`src/rtl/rtype_ctrl_pkg.sv`:
```
// Shared constants for the R-type control sequencer: opcode/funct7 encodings,
// ALU operation codes (also used by the ALU) and the sequencer state encoding.
package rtype_ctrl_pkg;

  localparam logic [6:0] OP_RTYPE = 7'b0110011;
  localparam logic [6:0] F7_BASE  = 7'b0000000;
  localparam logic [6:0] F7_ALT   = 7'b0100000;

  localparam logic [3:0] ALU_ADD  = 4'b0010;
  localparam logic [3:0] ALU_SUB  = 4'b0110;
  localparam logic [3:0] ALU_SLL  = 4'b0100;
  localparam logic [3:0] ALU_SLT  = 4'b0111;
  localparam logic [3:0] ALU_SLTU = 4'b1001;
  localparam logic [3:0] ALU_XOR  = 4'b0011;
  localparam logic [3:0] ALU_SRL  = 4'b0101;
  localparam logic [3:0] ALU_SRA  = 4'b1000;
  localparam logic [3:0] ALU_OR   = 4'b0001;
  localparam logic [3:0] ALU_AND  = 4'b0000;

  typedef enum logic [2:0] {
    IDLE   = 3'd0,
    DECODE = 3'd1,
    EXEC   = 3'd2,
    WB     = 3'd3,
    TRAP   = 3'd4
  } state_t;

  // alt selects the funct7=0100000 variant (SUB/SRA); legality is checked separately
  function automatic logic [3:0] alu_code_of(input logic [2:0] funct3, input logic alt);
    logic [3:0] code;
    case (funct3)
      3'b000:  code = alt ? ALU_SUB : ALU_ADD;
      3'b001:  code = ALU_SLL;
      3'b010:  code = ALU_SLT;
      3'b011:  code = ALU_SLTU;
      3'b100:  code = ALU_XOR;
      3'b101:  code = alt ? ALU_SRA : ALU_SRL;
      3'b110:  code = ALU_OR;
      default: code = ALU_AND;
    endcase
    return code;
  endfunction

endpackage

```
`src/rtl/rtype_control_unit_if.sv`:
```
// Instruction handshake between an instruction source (master) and the
// R-type control sequencer (slave).
interface rtype_control_unit_if #(parameter int INSTR_W = 32) ();
  logic [INSTR_W-1:0] instr;
  logic               instr_valid;
  logic               instr_ready;

  modport master (output instr, output instr_valid, input instr_ready);
  modport slave  (input instr, input instr_valid, output instr_ready);
endinterface

```
`src/rtl/rtype_decoder.sv`:
```
// Combinational RV32I R-type field extraction, ALU code lookup and legality check.
module rtype_decoder
  import rtype_ctrl_pkg::*;
(
  input  logic [31:0] instr,
  output logic [4:0]  rs1,
  output logic [4:0]  rs2,
  output logic [4:0]  rd,
  output logic [3:0]  alu_code,
  output logic        legal
);

  logic [6:0] opcode;
  logic [6:0] funct7;
  logic [2:0] funct3;

  always_comb begin
    opcode   = instr[6:0];
    funct3   = instr[14:12];
    funct7   = instr[31:25];
    rd       = instr[11:7];
    rs1      = instr[19:15];
    rs2      = instr[24:20];
    alu_code = alu_code_of(funct3, funct7 == F7_ALT);
    legal    = (opcode == OP_RTYPE) &&
               ((funct7 == F7_BASE) ||
                ((funct7 == F7_ALT) && ((funct3 == 3'b000) || (funct3 == 3'b101))));
  end

endmodule

```
`src/rtl/rtype_control_unit.sv`:
```
// Multi-cycle R-type control sequencer: IDLE -> DECODE -> EXEC -> WB (or TRAP).
// Optional retired-instruction counter enabled by macro CTRL_RETIRE_COUNT_EN.
//
// state  | meaning
// IDLE   | ready for an instruction, datapath controls parked at 0
// DECODE | latched instruction checked for legality
// EXEC   | rs1/rs2/alu_control driven, ALU settling, no write
// WB     | rd written (unless x0), zero_flag captured
// TRAP   | illegal encoding, one-cycle illegal_instr pulse
module rtype_control_unit
  import rtype_ctrl_pkg::*;
#(
  parameter int INSTR_W    = 32,
  parameter int REG_ADDR_W = 5,
  parameter int ALU_CTRL_W = 4
) (
  input  logic                  clock,
  input  logic                  reset,
  rtype_control_unit_if.slave   bus,
  input  logic                  zero_flag,
  output logic [REG_ADDR_W-1:0] read_reg_num1,
  output logic [REG_ADDR_W-1:0] read_reg_num2,
  output logic [REG_ADDR_W-1:0] write_reg,
  output logic [ALU_CTRL_W-1:0] alu_control,
  output logic                  regwrite,
  output logic                  illegal_instr,
  output logic                  last_zero,
  output logic [31:0]           retire_count
);

  state_t             state;
  logic [INSTR_W-1:0] instr_q;
  logic               ready_q;
  logic [4:0]         dec_rs1, dec_rs2, dec_rd;
  logic [3:0]         dec_alu;
  logic               dec_legal;

  rtype_decoder u_decoder (
    .instr    (instr_q),
    .rs1      (dec_rs1),
    .rs2      (dec_rs2),
    .rd       (dec_rd),
    .alu_code (dec_alu),
    .legal    (dec_legal)
  );

  assign bus.instr_ready = ready_q;

  always_ff @(posedge clock or negedge reset) begin
    if (!reset) begin
      state         <= IDLE;
      instr_q       <= '0;
      ready_q       <= 1'b1;
      read_reg_num1 <= '0;
      read_reg_num2 <= '0;
      write_reg     <= '0;
      alu_control   <= '0;
      regwrite      <= 1'b0;
      illegal_instr <= 1'b0;
      last_zero     <= 1'b0;
    end else begin
      case (state)
        IDLE: begin
          if (bus.instr_valid && ready_q) begin
            instr_q <= bus.instr;
            ready_q <= 1'b0;
            state   <= DECODE;
          end
        end
        DECODE: begin
          if (dec_legal) begin
            read_reg_num1 <= dec_rs1;
            read_reg_num2 <= dec_rs2;
            alu_control   <= dec_alu;
            state         <= EXEC;
          end else begin
            illegal_instr <= 1'b1;
            state         <= TRAP;
          end
        end
        EXEC: begin
          write_reg <= dec_rd;
          // x0 is hardwired: the instruction still retires but nothing is written
          regwrite  <= (dec_rd != 5'd0);
          state     <= WB;
        end
        WB: begin
          last_zero     <= zero_flag;
          read_reg_num1 <= '0;
          read_reg_num2 <= '0;
          write_reg     <= '0;
          alu_control   <= '0;
          regwrite      <= 1'b0;
          ready_q       <= 1'b1;
          state         <= IDLE;
        end
        TRAP: begin
          illegal_instr <= 1'b0;
          ready_q       <= 1'b1;
          state         <= IDLE;
        end
        default: begin
          ready_q <= 1'b1;
          state   <= IDLE;
        end
      endcase
    end
  end

`ifdef CTRL_RETIRE_COUNT_EN
  logic [31:0] retire_q;

  always_ff @(posedge clock or negedge reset) begin
    if (!reset) begin
      retire_q <= '0;
    end else if (state == WB) begin
      retire_q <= retire_q + 32'd1;
    end
  end

  assign retire_count = retire_q;
`else
  assign retire_count = '0;
`endif

endmodule

```
`src/flat_wrapper.sv`:
```
// flat-port wrapper written by rule: the top's interface ports become plain ports
module rtype_control_unit_flat import rtype_ctrl_pkg::*;
#(
  parameter int INSTR_W    = 32,
  parameter int REG_ADDR_W = 5,
  parameter int ALU_CTRL_W = 4
)
  (clock, reset, zero_flag, read_reg_num1, read_reg_num2, write_reg, alu_control, regwrite, illegal_instr, last_zero, retire_count, bus_instr, bus_instr_valid, bus_instr_ready);
  rtype_control_unit_if #(.INSTR_W(INSTR_W)) bus_i ();
  input  logic clock;
  input  logic reset;
  input  logic zero_flag;
  output logic [REG_ADDR_W-1:0] read_reg_num1;
  output logic [REG_ADDR_W-1:0] read_reg_num2;
  output logic [REG_ADDR_W-1:0] write_reg;
  output logic [ALU_CTRL_W-1:0] alu_control;
  output logic regwrite;
  output logic illegal_instr;
  output logic last_zero;
  output logic [31:0] retire_count;
  input wire logic [$bits(bus_i.instr)-1:0] bus_instr;
  input wire logic [$bits(bus_i.instr_valid)-1:0] bus_instr_valid;
  output wire logic [$bits(bus_i.instr_ready)-1:0] bus_instr_ready;
  assign bus_i.instr = bus_instr;
  assign bus_i.instr_valid = bus_instr_valid;
  assign bus_instr_ready = bus_i.instr_ready;
  rtype_control_unit #(.INSTR_W(INSTR_W), .REG_ADDR_W(REG_ADDR_W), .ALU_CTRL_W(ALU_CTRL_W)) u_core (.clock(clock), .reset(reset), .bus(bus_i), .zero_flag(zero_flag), .read_reg_num1(read_reg_num1), .read_reg_num2(read_reg_num2), .write_reg(write_reg), .alu_control(alu_control), .regwrite(regwrite), .illegal_instr(illegal_instr), .last_zero(last_zero), .retire_count(retire_count));
endmodule
```
`config.mk`:
```
export PLATFORM = sky130hd
export DESIGN_NAME = rtype_control_unit_flat
export DESIGN_NICKNAME = d
export VERILOG_FILES = /design/src/rtl/rtype_ctrl_pkg.sv /design/src/rtl/rtype_control_unit_if.sv /design/src/rtl/rtype_decoder.sv /design/src/rtl/rtype_control_unit.sv /design/src/flat_wrapper.sv
export SDC_FILE = /design/constraint.sdc
export NUM_CORES = 1
export LEC_CHECK = 0
export CORE_MARGIN = 5
export CORE_UTILIZATION = 56
export DETAILED_ROUTE_END_ITERATION = 12
export DONT_BUFFER_PORTS = 1
export PLACE_DENSITY = 0.74
export SLEW_MARGIN = 30
export SYNTH_ARGS = -nofsm -noshare
export SYNTH_HDL_FRONTEND = slang
export SYNTH_SLANG_ARGS = --single-unit
export TNS_END_PERCENT = 10
```
`constraint.sdc`:
```
create_clock -name clock -period 1.7 [get_ports clock]
set_input_delay 0.255 -clock clock [delete_from_list [all_inputs] [get_ports clock]]
set_output_delay 0.255 -clock clock [all_outputs]
set_load 0.02 [all_outputs]
```
==> summary.txt, run 1 <==
Status
  • Status: finished, final reports clean

Power
  • Net Switching: 0.0008992 W
  • PwrDens: 1214 mW/mm2
  • Comb pwr share: 0.131
  • Maximum VDD drop: 1.023 mV
  • Clk pwr share: 0.392
  • Internal power: 0.002666 W
  • Leakage: 1.468 nW
  • Power share of the sequential group: 0.477
  • Sw frac: 0.2522

STA
  • Final setup viols: 0
  • Final period util: 0.9800
  • Min Hold Slack: 0.02888 ns
  • Skew final: 0.007546 ns
  • Final WS setup: 0.03406 ns
  • Max frequency: 0.6003 GHz
  • Final min period: 1.666 ns
  • Final Hold Viols: 0
  • Max-slew violations: 0
  • RSZ-0062 raised after global routing: true

Logic synthesis
  • Synth area leaders: dfrtp_1 (53%), mux2_2 (12%), buf_4 (8.9%)
  • Count leader, synth: dfrtp_1
  • Area leader, netlist: dfrtp_1
  • Mean Syn Cell Area: 11.43 um2
  • Synth top area share: 0.5310
  • Ys flop type: dfrtp_1
  • Mapped cell area: 0.002686 mm2
  • Post-synth cell types: 36
  • Yosys reg bits: 58
  • Post-synth EDFFs: 0
  • Post-synth top cells: dfrtp_1 (57), nand2_1 (40), buf_4 (32)
  • Syn Inst Count: 235
  • Sequential area share after synthesis: 0.5408
  • Post-synth ARST share: 1.000
  • Ys Warns: 0

Setup path
  • Worst Setup Start Kind: register
  • Worst path required time: 1.97 ns
  • R2R cell count: 5
  • Crit path kind: reg -> reg
  • R2r setup slk: 0.03 ns
  • Critical path endpoint category: register
  • Worst Path Arrival: 1.93 ns
  • Crit-path max FO: 2

Detailed routing
  • Via density: 5.176
  • Met3 wire length: 477 um
  • Post-DR wirelength/cell: 15.78 um
  • Top sig layer: met4
  • Antenna Violating Nets Remaining: 0
  • Vias: 1589
  • DRT Wirelength: 4843 um
  • # DRC: 0
  • Metal2 WL: 2349 um
  • Drt pass-1 iters: 4
  • Met1 WL: 1930 um
  • Initial DRC Count: 57

Layout
  • Design Area, Final: 0.002938 mm2
  • Nets@finish: 284
  • Synthesis-to-layout area growth: 9.362%
  • Most flop-heavy register: u_core.instr_q
  • Multi-input logic area: 0.001023 mm2
  • Fillers: 391
  • Max reg flops: 32
  • Ant diodes: 0
  • Sequential cell area: 0.001453 mm2
  • Cell Count, Final, Fillers Out: 307
  • Share of layout cells above drive strength 1: 0.2490

Placed design
  • Pre-CTS setup slack: -0.04269 ns
  • Placed wire-length estimate: 3365 um
  • Placer congestion estimate: 0.7525
  • Placed Cells: 286
  • Port Buf Inserts: 0
  • Placed cell area: 0.002653 mm2

Floorplanning
  • Core ar.: 0.004692 mm2
  • Die width: 79.26 um
  • Starting Density: 0.5725
  • Top Ports: 91
  • Row count: 25
  • Die Ht: 79.26 um
  • Die Footprint: 0.006282 mm2

CTS
  • Clk sinks: 58
  • H-tree depth: 3
  • Clock Latency Late Sink: 0.34 ns
  • TritonCTS Buffers: 9
  • Reg clk slew, reported paths: 0.07 ns
  • TritonCTS clock tree: done
  • Clock Tree Root: clkbuf_8
  • Clock tree buffer depth: 2

Min path
  • Worst Hold Depth: 2
  • Min-Delay Path Class: in -> reg

GRT
  • GRT Residual Overflow: 0
  • Global-route wire length before repair: 7859 um
  • Initial antenna violation count: 0
  • Vias in the first global route: 1620
  • GRT Util Overall: 0.1675
  • Largest net degree at the start of global routing: 59

Run
  • Max-Cap Viols: 0
worst max-delay path, cell delays in order, from the launching register on:
cell     delay [ns]
dfrtp_1        0.40
nor4_4         0.30
nand4_1        0.14
buf_4          0.16
or4_4          0.47
a21oi_2        0.12
power groups by stage:
stage / clock network, W / registers, W / logic, W
floorplan: 0 / 0.00170 / 0.000409
finish: 0.00140 / 0.00170 / 0.000467
CTS: 0.00142 / 0.00170 / 0.000463
global placement: 0 / 0.00172 / 0.000403
global route: 0.00149 / 0.00172 / 0.000533
detailed placement: 0 / 0.00173 / 0.000416
final cells by class:
type / instances / area share
Timing Repair Buffer: 14 / 0.05196
Clock inverter: 5 / 0.02641
Clock buffer: 11 / 0.04813
Tap cell: 54 / 0.02300
Sequential cell: 58 / 0.4945
Inverter: 6 / 0.007666
Multi-Input combinational cell: 159 / 0.3484
metal layers:
layer,vias up,GRT usage
met5,-,0
met4,0,0.08763
met3,11,0.07596
met2,64,0.2559
met1,758,0.1979
li1,756,-
final timing paths:
check / end / startpoint
hold / removal: u_core.instr_q[16]$_DFFE_PN0P_ / bus_instr[16]
setup reg to reg: u_core.state[1]$_DFFE_PN0P_ / u_core.instr_q[27]$_DFFE_PN0P_
max in group asynchronous: u_core.bus.instr_ready$_DFFE_PN1P_ / reset
hold reg to reg: u_core.state[1]$_DFFE_PN0P_ / u_core.state[2]$_DFFE_PN0P_
min in group asynchronous: u_core.instr_q[10]$_DFFE_PN0P_ / reset
setup / recovery: u_core.state[1]$_DFFE_PN0P_ / u_core.instr_q[27]$_DFFE_PN0P_
per-stage QoR:
stage / TNS [ns] / power (W) / utilization
final: 0 / 0.003565 / 0.6261
after floorplan: -0.006183 / 0.002109 / -
after global routing: -0.3196 / 0.003751 / 0.6261
after global placement: -0.005144 / 0.002119 / 0.5653
after detailed placement: -0.09717 / 0.002145 / 0.5653
after CTS: 0 / 0.003586 / 0.6229
placed cells by master, fill, tap and decap left out, types with 3 or more instances in the layout:
cell type / n
a21oi_1: 3
buf_4: 10
clkbuf_8: 10
conb_1: 32
dfrtp_1: 57
inv_1: 5
mux2_2: 29
mux2i_1: 14
nand2_1: 40
nor2_1: 5
o21ai_0: 14
timing repair:
item / 4_1_cts / 5_1_grt
cloned: 0 / 0
endpoints found under the hold margin: 58 / 0
endpoints found under the setup margin: 15 / 14
hold buffers: 2 / 0
pin swaps: 3 / 2
resized for setup: 2 / 0
buffers inserted: 1 / 2
logic make-up after synthesis:
group,Yosys count,synth area share
mux,43,0.1737
flops,58,0.5408
other cells,1,0.001396
compound gates,24,0.04985
simple gates,59,0.1071
buf+inv,49,0.1239
xor+xnor,1,0.003261
(Power assumes the default switching activity.)
==> inputs of run 2 (changes only) <==
--- a/config.mk
+++ b/config.mk
@@ -5,11 +5,12 @@
 export SDC_FILE = /design/constraint.sdc
 export NUM_CORES = 1
 export LEC_CHECK = 0
+export ABC_AREA = 1
 export CORE_MARGIN = 5
-export CORE_UTILIZATION = 56
+export CORE_UTILIZATION = 57
 export DETAILED_ROUTE_END_ITERATION = 12
 export DONT_BUFFER_PORTS = 1
-export PLACE_DENSITY = 0.74
+export PLACE_DENSITY = 0.75
 export SLEW_MARGIN = 30
 export SYNTH_ARGS = -nofsm -noshare
 export SYNTH_HDL_FRONTEND = slang
==> summary.txt, run 2 <==
Detailed routing
  • Drt pass-1 iters: 4
  • # DRC: 0
  • Post-DR wirelength/cell: 14.58 um
  • Vias: 1813
  • Via density: 5.064
  • Antenna Violating Nets Remaining: 0
  • Initial DRC Count: 116
  • DRT Wirelength: 5221 um

GRT
  • Initial antenna violation count: 0
  • Global-route wire length before repair: 8569 um
  • Vias in the first global route: 1786
  • GRT Util Overall: 0.1761
  • GRT Residual Overflow: 0
  • Largest net degree at the start of global routing: 59

STA
  • Final setup viols: 0
  • Final period util: 0.8729
  • Final WS setup: 0.2162 ns
  • Final min period: 1.484 ns
  • Final Hold Viols: 0
  • Max frequency: 0.6739 GHz
  • Max-slew violations: 0
  • Setup_tns: 0 ns
  • RSZ-0062 raised after global routing: false
  • Skew final: 0.008566 ns

Setup path
  • Critical path's most frequent cell: nand3_2
  • Crit-path max FO: 14
  • Worst Setup Start Kind: register
  • Crit path kind: reg -> reg
  • CP max stage delay: 0.44 ns
  • Worst Path Arrival: 1.74 ns
  • Critical Path, Cell by Cell: inv_1 -> nand3_2 -> nand3_2 -> nand3_2 -> nor2_4 -> nand3_1 -> nand2_1
  • CP max-delay cell: dfrtp_1
  • Critical path endpoint category: register
  • R2r setup slk: 0.22 ns
  • Worst path required time: 1.96 ns

CTS
  • Reg clk slew, reported paths: 0.06 ns
  • Clock Latency Late Sink: 0.33 ns
  • Clk sinks: 58
  • TritonCTS clock tree: done
  • TritonCTS Buffers: 9
  • H-tree depth: 3
  • Post-CTS Setup Inserts: 0
  • Clock tree buffer depth: 2
  • Clock Tree Root: clkbuf_8

Run
  • Max-Cap Viols: 0

Layout
  • Share of layout cells above drive strength 1: 0.1890
  • Final cell utilization of the core: 0.6384
  • Max reg flops: 32
  • Most flop-heavy register: u_core.instr_q
  • Nets@finish: 322
  • Fillers: 383
  • Commonest non-fill, non-tap cell in the layout: dfrtp_1
  • Synthesis-to-layout area growth: 7.624%
  • Most frequent cells in the layout: dfrtp_1 (57), nand2_1 (44), nand3_1 (35)
  • Ant diodes: 0

Logic synthesis
  • Post-synth EDFFs: 0
  • Count leader, synth: dfrtp_1
  • Sequential area share after synthesis: 0.5117
  • Mean Syn Cell Area: 10.10 um2
  • Post-synth top cells: dfrtp_1 (57), nand2_1 (44), nand3_1 (35)
  • Ys flop type: dfrtp_1
  • Mapped cell area: 0.002839 mm2
  • Ys Warns: 0
  • Synth area leaders: dfrtp_1 (50%), buf_4 (9.0%), mux2_4 (9.0%)
  • Area leader, netlist: dfrtp_1
  • Yosys reg bits: 58
  • Syn Inst Count: 281
  • Post-synth ARST share: 1.000
  • Synth top area share: 0.5024
  • Post-synth cell types: 22

Floorplanning
  • Die Footprint: 0.006492 mm2
  • Starting Density: 0.5932
  • Die Ht: 80.58 um
  • Top Ports: 91
  • Die width: 80.58 um
  • Row count: 25
  • Core ar.: 0.004786 mm2

Power
  • PwrDens: 1572 mW/mm2
  • Net Switching: 0.001386 W
  • Clk pwr share: 0.327
  • Comb pwr share: 0.230
  • Internal power: 0.003419 W
  • Maximum VDD drop: 1.016 mV
  • Power share of the sequential group: 0.443
  • Leakage: 1.600 nW
  • Total power: 0.004805 W
  • Sw frac: 0.2885

Status
  • Status: finished, final reports clean

Placed design
  • Port Buf Inserts: 0
  • Placed wire-length estimate: 3703 um
  • Placer congestion estimate: 0.8392
  • Pre-CTS setup slack: 0.2375 ns

Min path
  • Min-Delay Path Class: in -> reg
## run 2: cell types whose count changed after synthesis, moves of 11 or more
cell,delta
nand3_1,+34
mux2_2,-24
mux2_4,+17
nor2_1,+17
inv_1,+15
mux2i_1,-14
a21oi_1,+11
## run 2: final timing paths
check,start,end,depth (start not counted)
hold / removal,bus_instr_valid,u_core.state[0]$_DFFE_PN0P_,2
max in group asynchronous,reset,u_core.bus.instr_ready$_DFFE_PN1P_,2
setup / recovery,u_core.instr_q[13]$_DFFE_PN0P_,u_core.read_reg_num2[2]$_DFFE_PN0P_,7
setup reg to reg,u_core.instr_q[13]$_DFFE_PN0P_,u_core.read_reg_num2[2]$_DFFE_PN0P_,7
hold reg to reg,u_core.instr_q[16]$_DFFE_PN0P_,u_core.read_reg_num1[1]$_DFFE_PN0P_,2
min in group asynchronous,reset,u_core.instr_q[13]$_DFFE_PN0P_,2
## run 2: critical path: cells and delay by family (launching register included)
family | cells | cell delay (ns)
AND/OR/NAND/NOR | 6 | 0.83
flip-flops | 1 | 0.44
buffers and inverters | 1 | 0.14
## run 2: kinds of logic (layout without fill, tap and decap cells)
family | after synthesis | after routing | synth area share
AND/OR/NAND/NOR | 111 | 111 | 0.1900
buffers and inverters | 65 | 44 | 0.1432
flip-flops | 58 | 58 | 0.5117
AO/OA/AOI/OAI | 24 | 24 | 0.04407
multiplexers | 22 | 22 | 0.1097
other | 1 | 32 | 0.001321
## run 2: layer usage
| layer | track usage | routed length, um | vias up |
|---|---|---|---|
| met5 | 0 | 0 | - |
| met4 | 0.08277 | 91 | 0 |
| met3 | 0.05381 | 501 | 10 |
| met2 | 0.2864 | 2519 | 78 |
| met1 | 0.2131 | 2108 | 860 |
| li1 | - | - | 865 |
## run 2: metrics by stage
stage	instance area [um2]	std cells	hold WS, ns
after global routing	3055	358	0.05953
final	3055	358	0.07019
after CTS	3055	358	0.05849
after detailed placement	2766	340	-0.03911
after floorplan	2955	312	-0.04059
after global placement	2766	340	-0.03898
## run 2: timing repair
item                      4_1_cts  5_1_grt
hold buffers                    2        0
hold endpoints to repair       58        0
gates resized for setup         0        0
## run 2: cell type report
type | count | area [um2] | area share
Timing Repair Buffer | 5 | 85.08 | 0.02785
Inverter | 23 | 86.33 | 0.02826
Tap cell | 67 | 83.83 | 0.02744
Clock inverter | 5 | 100.1 | 0.03276
Sequential cell | 58 | 1453 | 0.4754
Multi-Input combinational cell | 189 | 1096 | 0.3587
Clock buffer | 11 | 151.4 | 0.04955
## run 2: power by group through the flow
stage / clock (W) / sequential [W] / combinational [W]
global placement: 0 / 0.00212 / 0.00103
detailed placement: 0 / 0.00215 / 0.00106
finish: 0.00157 / 0.00213 / 0.00110
floorplan: 0 / 0.00205 / 0.00102
CTS: 0.00159 / 0.00212 / 0.00112
global route: 0.00165 / 0.00219 / 0.00125
